**src/rtl/dmem_arbiter_if.sv**
```systemverilog
// Signal bundle joining the two requesting masters, the arbiter and the shared data-memory port.
// Grouped so the arbiter presents one port; the slave modport is the arbiter's view.
interface dmem_arbiter_if;
  localparam int unsigned AW = 16;
  localparam int unsigned DW = 16;
  localparam int unsigned BW = 2;

  logic          m0_req;
  logic          m0_lock;
  logic [BW-1:0] m0_we;
  logic [AW-1:0] m0_addr;
  logic [DW-1:0] m0_wdata;
  logic          m0_gnt;
  logic          m0_rvalid;
  logic [DW-1:0] m0_rdata;

  logic          m1_req;
  logic          m1_lock;
  logic [BW-1:0] m1_we;
  logic [AW-1:0] m1_addr;
  logic [DW-1:0] m1_wdata;
  logic          m1_gnt;
  logic          m1_rvalid;
  logic [DW-1:0] m1_rdata;

  logic [AW-1:0] dread_addr;
  logic [DW-1:0] dread_data;
  logic [AW-1:0] dwrite_addr;
  logic [DW-1:0] dwrite_data;
  logic [BW-1:0] dwrite_en;

  modport slave (
    input  m0_req, m0_lock, m0_we, m0_addr, m0_wdata,
    input  m1_req, m1_lock, m1_we, m1_addr, m1_wdata,
    input  dread_data,
    output m0_gnt, m0_rvalid, m0_rdata,
    output m1_gnt, m1_rvalid, m1_rdata,
    output dread_addr, dwrite_addr, dwrite_data, dwrite_en
  );

  modport master (
    output m0_req, m0_lock, m0_we, m0_addr, m0_wdata,
    output m1_req, m1_lock, m1_we, m1_addr, m1_wdata,
    output dread_data,
    input  m0_gnt, m0_rvalid, m0_rdata,
    input  m1_gnt, m1_rvalid, m1_rdata,
    input  dread_addr, dwrite_addr, dwrite_data, dwrite_en
  );
endinterface

```
**src/rtl/dmem_arbiter.sv**
```systemverilog
// Two-master arbiter for the single data-memory port: zero-cycle grant, bounded locking, 1-cycle reads.
// Define DMEM_ARB_FIXED_PRIO_EN to make m0 win every unlocked tie instead of round-robin.
module dmem_arbiter #(
  parameter int unsigned MAX_LOCK = 8
) (
  input  logic           clk,
  input  logic           reset,
  dmem_arbiter_if.slave  bus
);
  localparam int unsigned AW = 16;
  localparam int unsigned DW = 16;
  localparam int unsigned BW = 2;
  localparam int unsigned CW = 8;

  typedef enum logic [1:0] {
    SEL_NONE = 2'd0,
    SEL_M0   = 2'd1,
    SEL_M1   = 2'd2
  } sel_e;

  sel_e          owner_q, owner_d;
  sel_e          win;
  logic          last_q, last_d;      // 1 when m1 was the most recent winner
  logic [CW-1:0] lock_cnt_q, lock_cnt_d;
  logic          rv_vld_q, rv_vld_d;
  logic          rv_m1_q, rv_m1_d;

  logic          cnt_at_max;
  logic          win_lock;
  logic [BW-1:0] win_we;
  logic [AW-1:0] win_addr;
  logic [DW-1:0] win_wdata;

  assign cnt_at_max = (lock_cnt_q == CW'(MAX_LOCK));

  // Winner selection; reset forces no winner so every output drops asynchronously.
  always_comb begin
    win = SEL_NONE;
    if (!reset) begin
      if (owner_q == SEL_M0 && bus.m0_req) begin
        win = (cnt_at_max && bus.m1_req) ? SEL_M1 : SEL_M0;
      end else if (owner_q == SEL_M1 && bus.m1_req) begin
        win = (cnt_at_max && bus.m0_req) ? SEL_M0 : SEL_M1;
      end else if (bus.m0_req && bus.m1_req) begin
`ifdef DMEM_ARB_FIXED_PRIO_EN
        win = SEL_M0;
`else
        win = last_q ? SEL_M0 : SEL_M1;
`endif
      end else if (bus.m0_req) begin
        win = SEL_M0;
      end else if (bus.m1_req) begin
        win = SEL_M1;
      end
    end
  end

  // Winner's request fields routed toward the memory port.
  always_comb begin
    win_lock  = 1'b0;
    win_we    = '0;
    win_addr  = '0;
    win_wdata = '0;
    case (win)
      SEL_M0: begin
        win_lock  = bus.m0_lock;
        win_we    = bus.m0_we;
        win_addr  = bus.m0_addr;
        win_wdata = bus.m0_wdata;
      end
      SEL_M1: begin
        win_lock  = bus.m1_lock;
        win_we    = bus.m1_we;
        win_addr  = bus.m1_addr;
        win_wdata = bus.m1_wdata;
      end
      default: ;
    endcase
  end

  // Next-state: lock ownership/count, last winner, pending read return.
  always_comb begin
    owner_d    = SEL_NONE;
    lock_cnt_d = '0;
    last_d     = last_q;
    rv_vld_d   = 1'b0;
    rv_m1_d    = rv_m1_q;
    if (win != SEL_NONE) begin
      last_d   = (win == SEL_M1);
      rv_vld_d = (win_we == '0);
      rv_m1_d  = (win == SEL_M1);
      if (win_lock) begin
        owner_d = win;
        // A forced takeover never matches owner_q, so the new owner restarts at 1.
        if (owner_q == win) begin
          lock_cnt_d = cnt_at_max ? lock_cnt_q : lock_cnt_q + CW'(1);
        end else begin
          lock_cnt_d = CW'(1);
        end
      end
    end
  end

  always_ff @(posedge clk or posedge reset) begin
    if (reset) begin
      owner_q    <= SEL_NONE;
      last_q     <= 1'b1;
      lock_cnt_q <= '0;
      rv_vld_q   <= 1'b0;
      rv_m1_q    <= 1'b0;
    end else begin
      owner_q    <= owner_d;
      last_q     <= last_d;
      lock_cnt_q <= lock_cnt_d;
      rv_vld_q   <= rv_vld_d;
      rv_m1_q    <= rv_m1_d;
    end
  end

  assign bus.m0_gnt      = (win == SEL_M0);
  assign bus.m1_gnt      = (win == SEL_M1);
  assign bus.m0_rvalid   = rv_vld_q & ~rv_m1_q;
  assign bus.m1_rvalid   = rv_vld_q &  rv_m1_q;
  assign bus.m0_rdata    = bus.dread_data;
  assign bus.m1_rdata    = bus.dread_data;

  assign bus.dread_addr  = win_addr;
  assign bus.dwrite_en   = win_we;
  assign bus.dwrite_addr = (win_we != '0) ? win_addr  : '0;
  assign bus.dwrite_data = (win_we != '0) ? win_wdata : '0;

`ifndef SYNTHESIS
  a_one_gnt: assert property (@(posedge clk) disable iff (reset)
    !(bus.m0_gnt && bus.m1_gnt));
  a_cnt_bound: assert property (@(posedge clk) disable iff (reset)
    lock_cnt_q <= CW'(MAX_LOCK));
`endif
endmodule

```
**src/flat_wrapper.sv**
```systemverilog
// flat-port wrapper written by rule: the top's interface ports become plain ports
module dmem_arbiter_flat 
#(
  parameter int unsigned MAX_LOCK = 8
)
  (clk, reset, bus_m0_req, bus_m0_lock, bus_m0_we, bus_m0_addr, bus_m0_wdata, bus_m1_req, bus_m1_lock, bus_m1_we, bus_m1_addr, bus_m1_wdata, bus_dread_data, bus_m0_gnt, bus_m0_rvalid, bus_m0_rdata, bus_m1_gnt, bus_m1_rvalid, bus_m1_rdata, bus_dread_addr, bus_dwrite_addr, bus_dwrite_data, bus_dwrite_en);
  dmem_arbiter_if bus_i ();
  input  logic clk;
  input  logic reset;
  input wire logic [$bits(bus_i.m0_req)-1:0] bus_m0_req;
  input wire logic [$bits(bus_i.m0_lock)-1:0] bus_m0_lock;
  input wire logic [$bits(bus_i.m0_we)-1:0] bus_m0_we;
  input wire logic [$bits(bus_i.m0_addr)-1:0] bus_m0_addr;
  input wire logic [$bits(bus_i.m0_wdata)-1:0] bus_m0_wdata;
  input wire logic [$bits(bus_i.m1_req)-1:0] bus_m1_req;
  input wire logic [$bits(bus_i.m1_lock)-1:0] bus_m1_lock;
  input wire logic [$bits(bus_i.m1_we)-1:0] bus_m1_we;
  input wire logic [$bits(bus_i.m1_addr)-1:0] bus_m1_addr;
  input wire logic [$bits(bus_i.m1_wdata)-1:0] bus_m1_wdata;
  input wire logic [$bits(bus_i.dread_data)-1:0] bus_dread_data;
  output wire logic [$bits(bus_i.m0_gnt)-1:0] bus_m0_gnt;
  output wire logic [$bits(bus_i.m0_rvalid)-1:0] bus_m0_rvalid;
  output wire logic [$bits(bus_i.m0_rdata)-1:0] bus_m0_rdata;
  output wire logic [$bits(bus_i.m1_gnt)-1:0] bus_m1_gnt;
  output wire logic [$bits(bus_i.m1_rvalid)-1:0] bus_m1_rvalid;
  output wire logic [$bits(bus_i.m1_rdata)-1:0] bus_m1_rdata;
  output wire logic [$bits(bus_i.dread_addr)-1:0] bus_dread_addr;
  output wire logic [$bits(bus_i.dwrite_addr)-1:0] bus_dwrite_addr;
  output wire logic [$bits(bus_i.dwrite_data)-1:0] bus_dwrite_data;
  output wire logic [$bits(bus_i.dwrite_en)-1:0] bus_dwrite_en;
  assign bus_i.m0_req = bus_m0_req;
  assign bus_i.m0_lock = bus_m0_lock;
  assign bus_i.m0_we = bus_m0_we;
  assign bus_i.m0_addr = bus_m0_addr;
  assign bus_i.m0_wdata = bus_m0_wdata;
  assign bus_i.m1_req = bus_m1_req;
  assign bus_i.m1_lock = bus_m1_lock;
  assign bus_i.m1_we = bus_m1_we;
  assign bus_i.m1_addr = bus_m1_addr;
  assign bus_i.m1_wdata = bus_m1_wdata;
  assign bus_i.dread_data = bus_dread_data;
  assign bus_m0_gnt = bus_i.m0_gnt;
  assign bus_m0_rvalid = bus_i.m0_rvalid;
  assign bus_m0_rdata = bus_i.m0_rdata;
  assign bus_m1_gnt = bus_i.m1_gnt;
  assign bus_m1_rvalid = bus_i.m1_rvalid;
  assign bus_m1_rdata = bus_i.m1_rdata;
  assign bus_dread_addr = bus_i.dread_addr;
  assign bus_dwrite_addr = bus_i.dwrite_addr;
  assign bus_dwrite_data = bus_i.dwrite_data;
  assign bus_dwrite_en = bus_i.dwrite_en;
  dmem_arbiter #(.MAX_LOCK(MAX_LOCK)) u_core (.clk(clk), .reset(reset), .bus(bus_i));
endmodule
```
**config.mk**
```make
export PLATFORM = sky130hd
export DESIGN_NAME = dmem_arbiter_flat
export DESIGN_NICKNAME = d
export VERILOG_FILES = /design/src/rtl/dmem_arbiter_if.sv /design/src/rtl/dmem_arbiter.sv /design/src/flat_wrapper.sv
export SDC_FILE = /design/constraint.sdc
export NUM_CORES = 1
export LEC_CHECK = 0
export CAP_MARGIN = 20
export CORE_MARGIN = 1
export CORE_UTILIZATION = 29
export CTS_CLUSTER_SIZE = 10
export DETAILED_ROUTE_END_ITERATION = 7
export PLACE_DENSITY_LB_ADDON = 0.25
export SLEW_MARGIN = 20
export SYNTH_ARGS = -nofsm -noshare
export SYNTH_HDL_FRONTEND = slang
export SYNTH_SLANG_ARGS = --single-unit
export TNS_END_PERCENT = 10
```
**constraint.sdc**
```tcl
create_clock -name clk -period 4.6 [get_ports clk]
set_clock_uncertainty 0.2 [all_clocks]
set_input_delay 0.69 -clock clk [delete_from_list [all_inputs] [get_ports clk]]
set_output_delay 0.69 -clock clk [all_outputs]
set_load 0.05 [all_outputs]
```
=== Word-level counts from Yosys, hierarchy flattened ===
Cells that the tools add are included.

* Output and inout bits: 86
* Input port bits: 90
* Flip-flop bits (word level): 13
* Logic and storage cells: 46

* Mux-type cells: 22
* Eq/ne operators: 7
* Bitwise operators: 3
* $add $sub $neg: 1
* Reductions and logical operators: 8

{| class="wikitable"
|+ Operators by type and width
! cell !! count
|-
| one-hot mux 16 bit (2 select lines) || 2
|-
| 2-to-1 mux 16 bit || 2
|-
| 2-to-1 mux 8 bit || 4
|-
| 2-to-1 mux 2 bit || 11
|-
| adder 8 x 1 -> 8 bit, second input constant || 1
|-
| == test 8 x 4 -> 1 bit, second input constant || 1
|-
| logical AND 1 bit || 5
|-
| == test 2 x 1 -> 1 bit, second input constant || 2
|-
| == test 2 bit, second input constant || 2
|-
| != test 4 bit, second input constant || 1
|-
| one-hot mux 2 bit (2 select lines) || 1
|-
| nonzero test 2 bit || 2
|-
| AND 1 bit || 2
|-
| == test 2 bit || 1
|-
| zero test 2 bit || 1
|-
| one-hot mux 1 bit (2 select lines) || 1
|-
| 2-to-1 mux 1 bit || 1
|-
| NOT 1 bit || 1
|}

=== Logic depth before layout (Yosys ltp) ===
Gate-level depths: netlist (run 1).

* Depth after elaboration: 10
* Mapped depth: 14
* Gate-level depth less buffers: 13

=== Worst setup path after synthesis (run 1) ===
No wires, ideal clock.

* Path kind: input to output
* From: input bus_m1_req
* To: output bus_dwrite_addr[10]
* Data arrival time: 4637 ps
* Slack: -927 ps
* Cell stages on the path: 13
* Data required time: 3710 ps
* Buffers on the path: 3
* Path through: buf_6 > inv_1 > o41ai_2 > o21bai_1 > a31oi_1 > inv_1 > ha_1 > clkbuf_1 > a22oi_1 > nor2_1 > nor2_1 > clkbuf_1 > nor3_1

* Word-level cells in the longest chain between the ends: 10
* Elaborated cells between the ends (all ways): 16
* Classes of those cells: 2 x eq/ne; 10 x mux; 4 x reduce/logical

{| class="wikitable"
|+ Ends and longest elaborated chain
! item !! line !! text
|-
| from (decl) || flat_wrapper.sv:15 || <nowiki>input wire logic [$bits(bus_i.m1_req)-1:0] bus_m1_req;</nowiki>
|-
| 2-to-1 mux 2 bit || dmem_arbiter.sv:52 || <nowiki>end else if (bus.m1_req) begin</nowiki>
|-
| 2-to-1 mux 2 bit || dmem_arbiter.sv:50 || <nowiki>end else if (bus.m0_req) begin</nowiki>
|-
| 2-to-1 mux 2 bit || dmem_arbiter.sv:44 || <nowiki>end else if (bus.m0_req && bus.m1_req) begin</nowiki>
|-
| 2-to-1 mux 2 bit || dmem_arbiter.sv:42 || <nowiki>end else if (owner_q == SEL_M1 && bus.m1_req) begin</nowiki>
|-
| 2-to-1 mux 2 bit * || dmem_arbiter.sv:40 || <nowiki>if (owner_q == SEL_M0 && bus.m0_req) begin</nowiki>
|-
| 2-to-1 mux 2 bit * || dmem_arbiter.sv:39 || <nowiki>if (!reset) begin</nowiki>
|-
| == test 2 bit * || -- ||
|-
| named net bus_m1_gnt || flat_wrapper.sv:24 || <nowiki>output wire logic [$bits(bus_i.m1_gnt)-1:0] bus_m1_gnt;</nowiki>
|-
| one-hot mux 2 bit (2 select lines) * || dmem_arbiter.sv:64 || <nowiki>case (win)</nowiki>
|-
| named net bus_dwrite_en[0] || flat_wrapper.sv:30 || <nowiki>output wire logic [$bits(bus_i.dwrite_en)-1:0] bus_dwrite_en;</nowiki>
|-
| nonzero test 2 bit * || dmem_arbiter.sv:129 || <nowiki>assign bus.dwrite_addr = (win_we != '0) ? win_addr : '0;</nowiki>
|-
| 2-to-1 mux 16 bit * || dmem_arbiter.sv:129 ||
|-
| to (decl) || flat_wrapper.sv:28 || <nowiki>output wire logic [$bits(bus_i.dwrite_addr)-1:0] bus_dwrite_addr;</nowiki>
|}

The timed path passes the listed nets; every way through them passes the cells marked *.

=== Final worst setup path (run 1) ===
* From: input reset
* To: output bus_dwrite_data[1]

* Word-level cells in the longest chain between the ends: 5
* Elaborated cells between the ends (all ways): 7
* Classes of those cells: 2 x eq/ne; 4 x mux; 1 x reduce/logical

{| class="wikitable"
|+ Ends and longest elaborated chain
! item !! line !! text
|-
| from (decl) || flat_wrapper.sv:9 || <nowiki>input logic reset;</nowiki>
|-
| 2-to-1 mux 2 bit * || dmem_arbiter.sv:39 ||
|-
| == test 2 bit or == test 2 x 1 -> 1 bit (tied branches) || dmem_arbiter.sv:64 ||
|-
| one-hot mux 2 bit (2 select lines) || dmem_arbiter.sv:64 ||
|-
| nonzero test 2 bit || dmem_arbiter.sv:130 || <nowiki>assign bus.dwrite_data = (win_we != '0) ? win_wdata : '0;</nowiki>
|-
| 2-to-1 mux 16 bit * || dmem_arbiter.sv:130 ||
|-
| to (decl) || flat_wrapper.sv:29 || <nowiki>output wire logic [$bits(bus_i.dwrite_data)-1:0] bus_dwrite_data;</nowiki>
|}

Every way passes the cells marked *; elsewhere a longest branch is shown, timed or not.

==> impl_metrics.tcl, run 1 <==
set metrics [dict create \
    status "complete, no violations" \
    synth_area_um2 1658 \
    crit_type "in2out" \
    synth_top_area_share_pct 18.11 \
    grt.total_usage_pct 21.30 \
    synth_cell_types 39 \
    num_io_pins 176 \
    reg2reg_from "u_core.lock_cnt_q[0]" \
    reg2reg_to "u_core.lock_cnt_q[4]" \
    worstMarginPinSlew_ns 0.5722 \
    drc 0 \
    cap_violations 0 \
    diodes 0 \
    antenna_left 0 \
    start_util_pct 30.11 \
    p_per_area_nw_per_um2 140.9 \
    drv_slew 0 \
    max-clock-path-buffers 2 \
    min_to "u_core.rv_m1_q" \
    setup_slack_ns 0.4329 \
    clock_latency_ns 0.25 \
    yosys_register_bits 13 \
    relSlewSlack_pct 61.81 \
    post-place-ws_ns 0.4380 \
    required_ns 3.71 \
    core_um2 5507 \
    totalWireLength_um 6581 \
    ys_seq_area_share_pct 19.70 \
    dpl_cell_area_um2 3448 \
    postSynth.asyncResetShare_pct 100.0 \
    layout-drive-gt1-share_pct 29.28 \
    fmax_mhz 240.0 \
    post-cts-setup-buffers 0 \
    port-buffer-count 127 \
    worstPathMaxFanout 23 \
    seq_area_um2 326.6 \
    pwr-share-clk_pct 21.5 \
    leakagePower_nw 1.350 \
    dr_total_vias 1997 \
    holdBufCountCts 0 \
    peakVddDrop_uv 102.2 \
    nets 416 \
    cts.sinks 13 \
    yosys_warnings 0 \
    grt_pass1_vias 2008 \
    grt_max_degree 30 \
    wl_per_cell_um 16.75 \
    synth_area_leader_cell "dfrtp_1" \
    min_period_ns 4.167 \
    grt_overflow 0 \
    fin_tns_setup_ns 0 \
    rows 27 \
    period_share_pct 90.59 \
    synth_most_common_cell "nor2_1" \
    synth_edf_count 0 \
    fillers 432 \
    worstHoldPathType "reg2reg" \
    htreeDepth 1 \
    ys.flop_type "dfrtp_1" \
    cts_resized 0 \
    post-route-cell-area_um2 3493 \
    finalPower_uw 492.1 \
    multi_input_area_um2 1146 \
    die_area_um2 6023 \
    combPwrFrac_pct 53.9 \
    die_w_um 77.61 \
    syn_avg_cell_area_um2 7.208 \
    syn-num-nets 324 \
    area_growth_pct 110.7 \
    whs_path_depth 2 \
    r2r_cells 11 \
    drtIter0Drc 144 \
    crit_arrival_ns 3.28 \
    place_congestion 0.9280 \
    crit_chain "clkdlybuf4s50_1 -> and2b_1 -> o41ai_2 -> o21bai_1 -> a31oi_1 -> inv_1 -> ha_1 -> a22oi_1 -> nor2_4 -> nor2_4 -> buf_12 -> nor2_1 -> buf_12" \
    worst_path_max_delay_cell "clkdlybuf4s50_1" \
    cts_tree "built" \
    dp_hpwl_um 5375 \
    cts_made_buffers 3 \
    worstSetupStartpointType "primary input" \
    ys_top_cells_by_area "dfrtp_1, a22oi_1, buf_4" \
    rsz0062_at_grt "no" \
    power.internal_uw 306.3 \
    die_y_um 77.61 \
    seq_power_share_pct 24.7 \
    hold_start "u_core.rv_m1_q" \
    hold_viol 0 \
    synth_common_cells "nor2_1, a22oi_1, buf_4" \
    vias_per_cell 5.081 \
    firstDrtPassIters 4 \
    cp_slowest_stage_delay_ns 0.46 \
    cts-root-buf "clkbuf_8" \
    grt_pass1_wl_um 10120 \
    switching_share_pct 37.76 \
    antenna_found_initial 0 \
    r2r_setup_slack_ns 1.03 \
    power.switching_uw 185.8 \
    finalSetupViolCount 0 \
    cts.clk_slew.worst_paths_ns 0.05 \
    postSynthCellCount 230 \
    end_kind "output port" \
    holdWs_ns 0.3335 \
]
-- power groups by stage --
stage	clock network, mW	registers, mW	logic (mW)
global route	0.112	0.122	0.279
finish	0.106	0.121	0.265
CTS	0.109	0.121	0.267
detailed placement	0	0.123	0.266
floorplan	0	0.122	0.203
global placement	0	0.123	0.264
-- cells in the final DEF, fill, tap and decap left out, types with 2 or more instances in the layout --
cell	count
clkdlybuf4s50_1	75
buf_12	52
nor2_1	44
a22oi_1	35
nand2_1	12
dfrtp_1	12
nor3_4	10
buf_4	9
inv_1	7
nor3_2	5
nand3_1	4
o21ai_0	4
xor2_1	4
nor3_1	3
nor2_4	3
xnor2_1	3
ha_1	3
clkbuf_8	3
nor2b_2	2
a311oi_1	2
a31oi_1	2
nand4_1	2
nand2b_1	2
a21oi_1	2
and2_1	2
-- stage by stage --
step	instances	util, %
after floorplan	230	-
after global placement	389	62.62
after detailed placement	389	62.62
after CTS	393	63.44
after global routing	393	63.44
final	393	63.44
-- area by class of cell --
type	instances	area share (%)
flip-flops and latches	13	9.348
well taps	72	2.579
inverters	7	0.7521
repair buffers	136	53.22
clock buffers	4	1.289
multi-input cells	161	32.81
-- kinds of logic after synthesis --
family / count (synthesis) / synth area share, %
flip-flops: 13 / 19.70
AO/OA/AOI/OAI: 53 / 24.23
adder cells (fa/ha/maj): 4 / 3.019
AND/OR/NAND/NOR: 97 / 28.38
buffers and inverters: 56 / 20.98
XOR/XNOR: 7 / 3.698
-- how the worst max path moves through the flow --
stage / cells past startpoint / endpoint / start
after floorplan: 13 / bus_dwrite_addr[15] / bus_m1_req
after global placement: 9 / bus_dread_addr[10] / bus_m1_req
after detailed placement: 13 / bus_dwrite_data[1] / reset
after CTS: 13 / bus_dwrite_data[1] / reset
after global routing: 13 / bus_dwrite_data[3] / reset
final: 13 / bus_dwrite_data[1] / reset
-- sequential cells by signal (all words and copies together) (netlist names) --
name / flops
u_core.last_q: 1
u_core.lock_cnt_q: 8
u_core.owner_q: 2
u_core.rv_m1_q: 1
u_core.rv_vld_q: 1
-- metal layers --
metal | GRT usage, % | wire length, um | up-vias | share of wire (%)
li1 | - | - | 963 | -
met1 | 23.58 | 2476 | 924 | 38
met2 | 35.93 | 3220 | 105 | 49
met3 | 11.65 | 821 | 5 | 12
met4 | 3.962 | 63 | 0 | 0.96
met5 | 0 | 0 | - | 0
-- critical path: cells and delay by family --
family / cells / cell delay, ns
AO/OA/AOI/OAI: 4 / 0.80
adder cells (fa/ha/maj): 1 / 0.24
buffers and inverters: 4 / 0.92
AND/OR/NAND/NOR: 4 / 0.62
Power figures use the tool's default switching activity.
==> inputs of run 2 (changes only) <==
--- a/config.mk
+++ b/config.mk
@@ -8,6 +8,7 @@
 export CAP_MARGIN = 20
 export CORE_MARGIN = 1
 export CORE_UTILIZATION = 29
+export CTS_CLUSTER_DIAMETER = 120
 export CTS_CLUSTER_SIZE = 10
 export DETAILED_ROUTE_END_ITERATION = 7
 export PLACE_DENSITY_LB_ADDON = 0.25
==> results of run 2 <==
No change in the layout: final DEF, timing and power equal those of run 1.
==> inputs of run 3 (changes only) <==
--- a/config.mk
+++ b/config.mk
@@ -6,12 +6,13 @@
 export NUM_CORES = 1
 export LEC_CHECK = 0
 export CAP_MARGIN = 20
+export CORE_ASPECT_RATIO = 1.25
 export CORE_MARGIN = 1
-export CORE_UTILIZATION = 29
+export CORE_UTILIZATION = 31
 export CTS_CLUSTER_DIAMETER = 120
 export CTS_CLUSTER_SIZE = 10
 export DETAILED_ROUTE_END_ITERATION = 7
-export PLACE_DENSITY_LB_ADDON = 0.25
+export PLACE_DENSITY = 0.87
 export SLEW_MARGIN = 20
 export SYNTH_ARGS = -nofsm -noshare
 export SYNTH_HDL_FRONTEND = slang
==> constraint.sdc (replaced) <==
create_clock -name clk -period 4.9 [get_ports clk]
set_clock_uncertainty 0.2 [all_clocks]
set_input_delay 0.735 -clock clk [delete_from_list [all_inputs] [get_ports clk]]
set_output_delay 0.735 -clock clk [all_outputs]
set_load 0.05 [all_outputs]
==> run 3 against run 2 <==
Wire length fell by 5.5%. Non-clock buffer count fell by 2. Sequential power fell by 6%. Worst setup slack improved by 0.092 ns. Hold slack improved by 0.012 ns. Global-route usage rose by 1.8 points. Critical endpoint is now bus_dwrite_addr[15]. Largest cell class unchanged.
==> impl_metrics.tcl, run 3 (synthesized netlist as in run 1, its figures left out) <==
set metrics [dict create \
    area_growth_pct 80.08 \
    finalSetupViolCount 0 \
    max-clock-path-buffers 2 \
    dpl_cell_area_um2 2940 \
    path_buf_inv 4 \
    dr_total_vias 1973 \
    largest_reg_flops 8 \
    cts-root-buf "clkbuf_8" \
    drv_slew 0 \
    post-route-cell-area_um2 2985 \
    worst_path_max_delay_cell "clkdlybuf4s50_1" \
    post-cts-setup-buffers 0 \
    hold_viol 0 \
    rsz0062_at_grt "no" \
    p_per_area_nw_per_um2 147.0 \
    required_ns 3.96 \
    leakagePower_nw 1.160 \
    antenna_left 0 \
    top_register "u_core.lock_cnt_q" \
    critical-path-top-delay-family "buffers and inverters" \
    worstPathMaxFanout 18 \
    vias_per_cell 5.178 \
    grt_pass1_vias 2090 \
    grt.total_usage_pct 23.05 \
    core_um2 5116 \
    grt_max_degree 34 \
    cap_violations 0 \
    top_regs "u_core.lock_cnt_q: 8 flops, u_core.owner_q: 2 flops" \
    grt_pass1_wl_um 10090 \
    clock_latency_ns 0.25 \
    period_share_pct 89.28 \
    peakVddDrop_uv 88.47 \
    cp_slowest_stage_delay_ns 0.61 \
    final_common_cell "clkdlybuf4s50_1" \
    cts_tree "built" \
    status "complete, no violations" \
    rows 29 \
    drtIter0Drc 79 \
    antenna_found_initial 0 \
    start_util_pct 32.40 \
    fin_util_pct 58.35 \
    crit_type "in2out" \
    layout_common_cells "clkdlybuf4s50_1, nor2_1, buf_4" \
    dp_hpwl_um 5173 \
    place_congestion 0.8959 \
    holdBufCountCts 0 \
    die_y_um 83.76 \
    nets 414 \
    diodes 0 \
    worstSetupStartpointType "primary input" \
    layout-drive-gt1-share_pct 28.53 \
    totalWireLength_um 6221 \
    die_w_um 67.41 \
    fin_tns_setup_ns 0 \
    relSlewSlack_pct 61.90 \
    worstMarginPinSlew_ns 0.5709 \
    crit_arrival_ns 3.44 \
    drc 0 \
    fmax_mhz 228.6 \
    crit_chain "clkdlybuf4s50_1 -> and2b_1 -> o41ai_2 -> o21bai_1 -> a31oi_1 -> inv_1 -> ha_1 -> a22oi_1 -> nor2_2 -> nor2_2 -> buf_4 -> nor2_1 -> buf_4" \
    cts_resized 0 \
    htreeDepth 1 \
    grt_overflow 0 \
    worstHoldPathType "reg2reg" \
    min_period_ns 4.375 \
    port-buffer-count 127 \
    wl_per_cell_um 16.33 \
    firstDrtPassIters 4 \
    end_kind "output port" \
    fillers 433 \
    cts.clk_slew.worst_paths_ns 0.05 \
    cts_made_buffers 3 \
    num_io_pins 176 \
    cts.sinks 13 \
    die_area_um2 5646 \
]
==> run 3: cell types whose count changed in the layout (fill, tap and decap cells not counted) <==
cell | previous run | this run
buf_12 | 52 | 20
ha_1 | 3 | 4
nor3_2 | 5 | 15
ha_2 | 1 | 0
nor2_2 | 0 | 3
nor2_4 | 3 | 0
buf_4 | 9 | 39
nor3_4 | 10 | 0
==> run 3: final timing paths <==
path / depth (start not counted) / start / slack (ns) / to
worst max-delay path: 13 / bus_m0_req / 0.53 / bus_dwrite_addr[15]
worst min-delay path: 2 / u_core.rv_m1_q / 0.35 / u_core.rv_m1_q
max in group asynchronous: 2 / reset / 3.39 / u_core.last_q
worst max register to register: 12 / u_core.lock_cnt_q[0] / 1.49 / u_core.lock_cnt_q[7]
worst min register to register: 2 / u_core.rv_m1_q / 0.35 / u_core.rv_m1_q
min in group asynchronous: 2 / reset / 0.73 / u_core.owner_q[1]
==> run 3: where the power goes <==
group	switching [mW]	internal, mW	total, mW
clock	0.0413	0.0576	0.0989
sequential	0.00306	0.111	0.114
combinational	0.118	0.108	0.226
==> run 3: final cells by class <==
class | instances | area (um^2) | share of cell area (%)
Clock buffer | 4 | 45.04 | 1.509
Inverter | 7 | 26.28 | 0.8801
Multi-Input combinational cell | 161 | 1066 | 35.71
Sequential cell | 13 | 326.6 | 10.94
Tap cell | 62 | 77.57 | 2.598
Timing Repair Buffer | 134 | 1444 | 48.37
==> run 3: stage by stage <==
| step | instances | hold slack [ns] | total power, mW | setup slack [ns] |
|---|---|---|---|---|
| global placement | 377 | 0.3019 | 0.3391 | 0.6373 |
| finish | 381 | 0.3454 | 0.4387 | 0.5251 |
| CTS | 381 | 0.3408 | 0.4415 | 0.5098 |
| global route | 381 | 0.3723 | 0.4614 | 0.2805 |
| floorplan | 230 | 0.2610 | 0.2951 | -0.1478 |
| detailed placement | 377 | 0.3284 | 0.3418 | 0.5188 |
==> run 3: worst reg2reg max path, stage by stage, from the launching register on <==
cell	delay (ns)
dfrtp_1	0.41
inv_1	0.12
ha_1	0.16
nor4b_4	0.34
nand2_1	0.25
a31oi_1	0.33
ha_1	0.28
buf_4	0.28
a22oi_1	0.13
nor2_1	0.15
nand2_1	0.09
a2111o_2	0.44
nor2_1	0.13
==> run 3: metal layers <==
layer | vias to the layer above | track usage, % | wire length [um]
li1 | 954 | - | -
met5 | - | 0 | 0
met1 | 920 | 29.51 | 2582
met4 | 0 | 4.255 | 32
met3 | 5 | 5.191 | 477
met2 | 94 | 38.73 | 3129
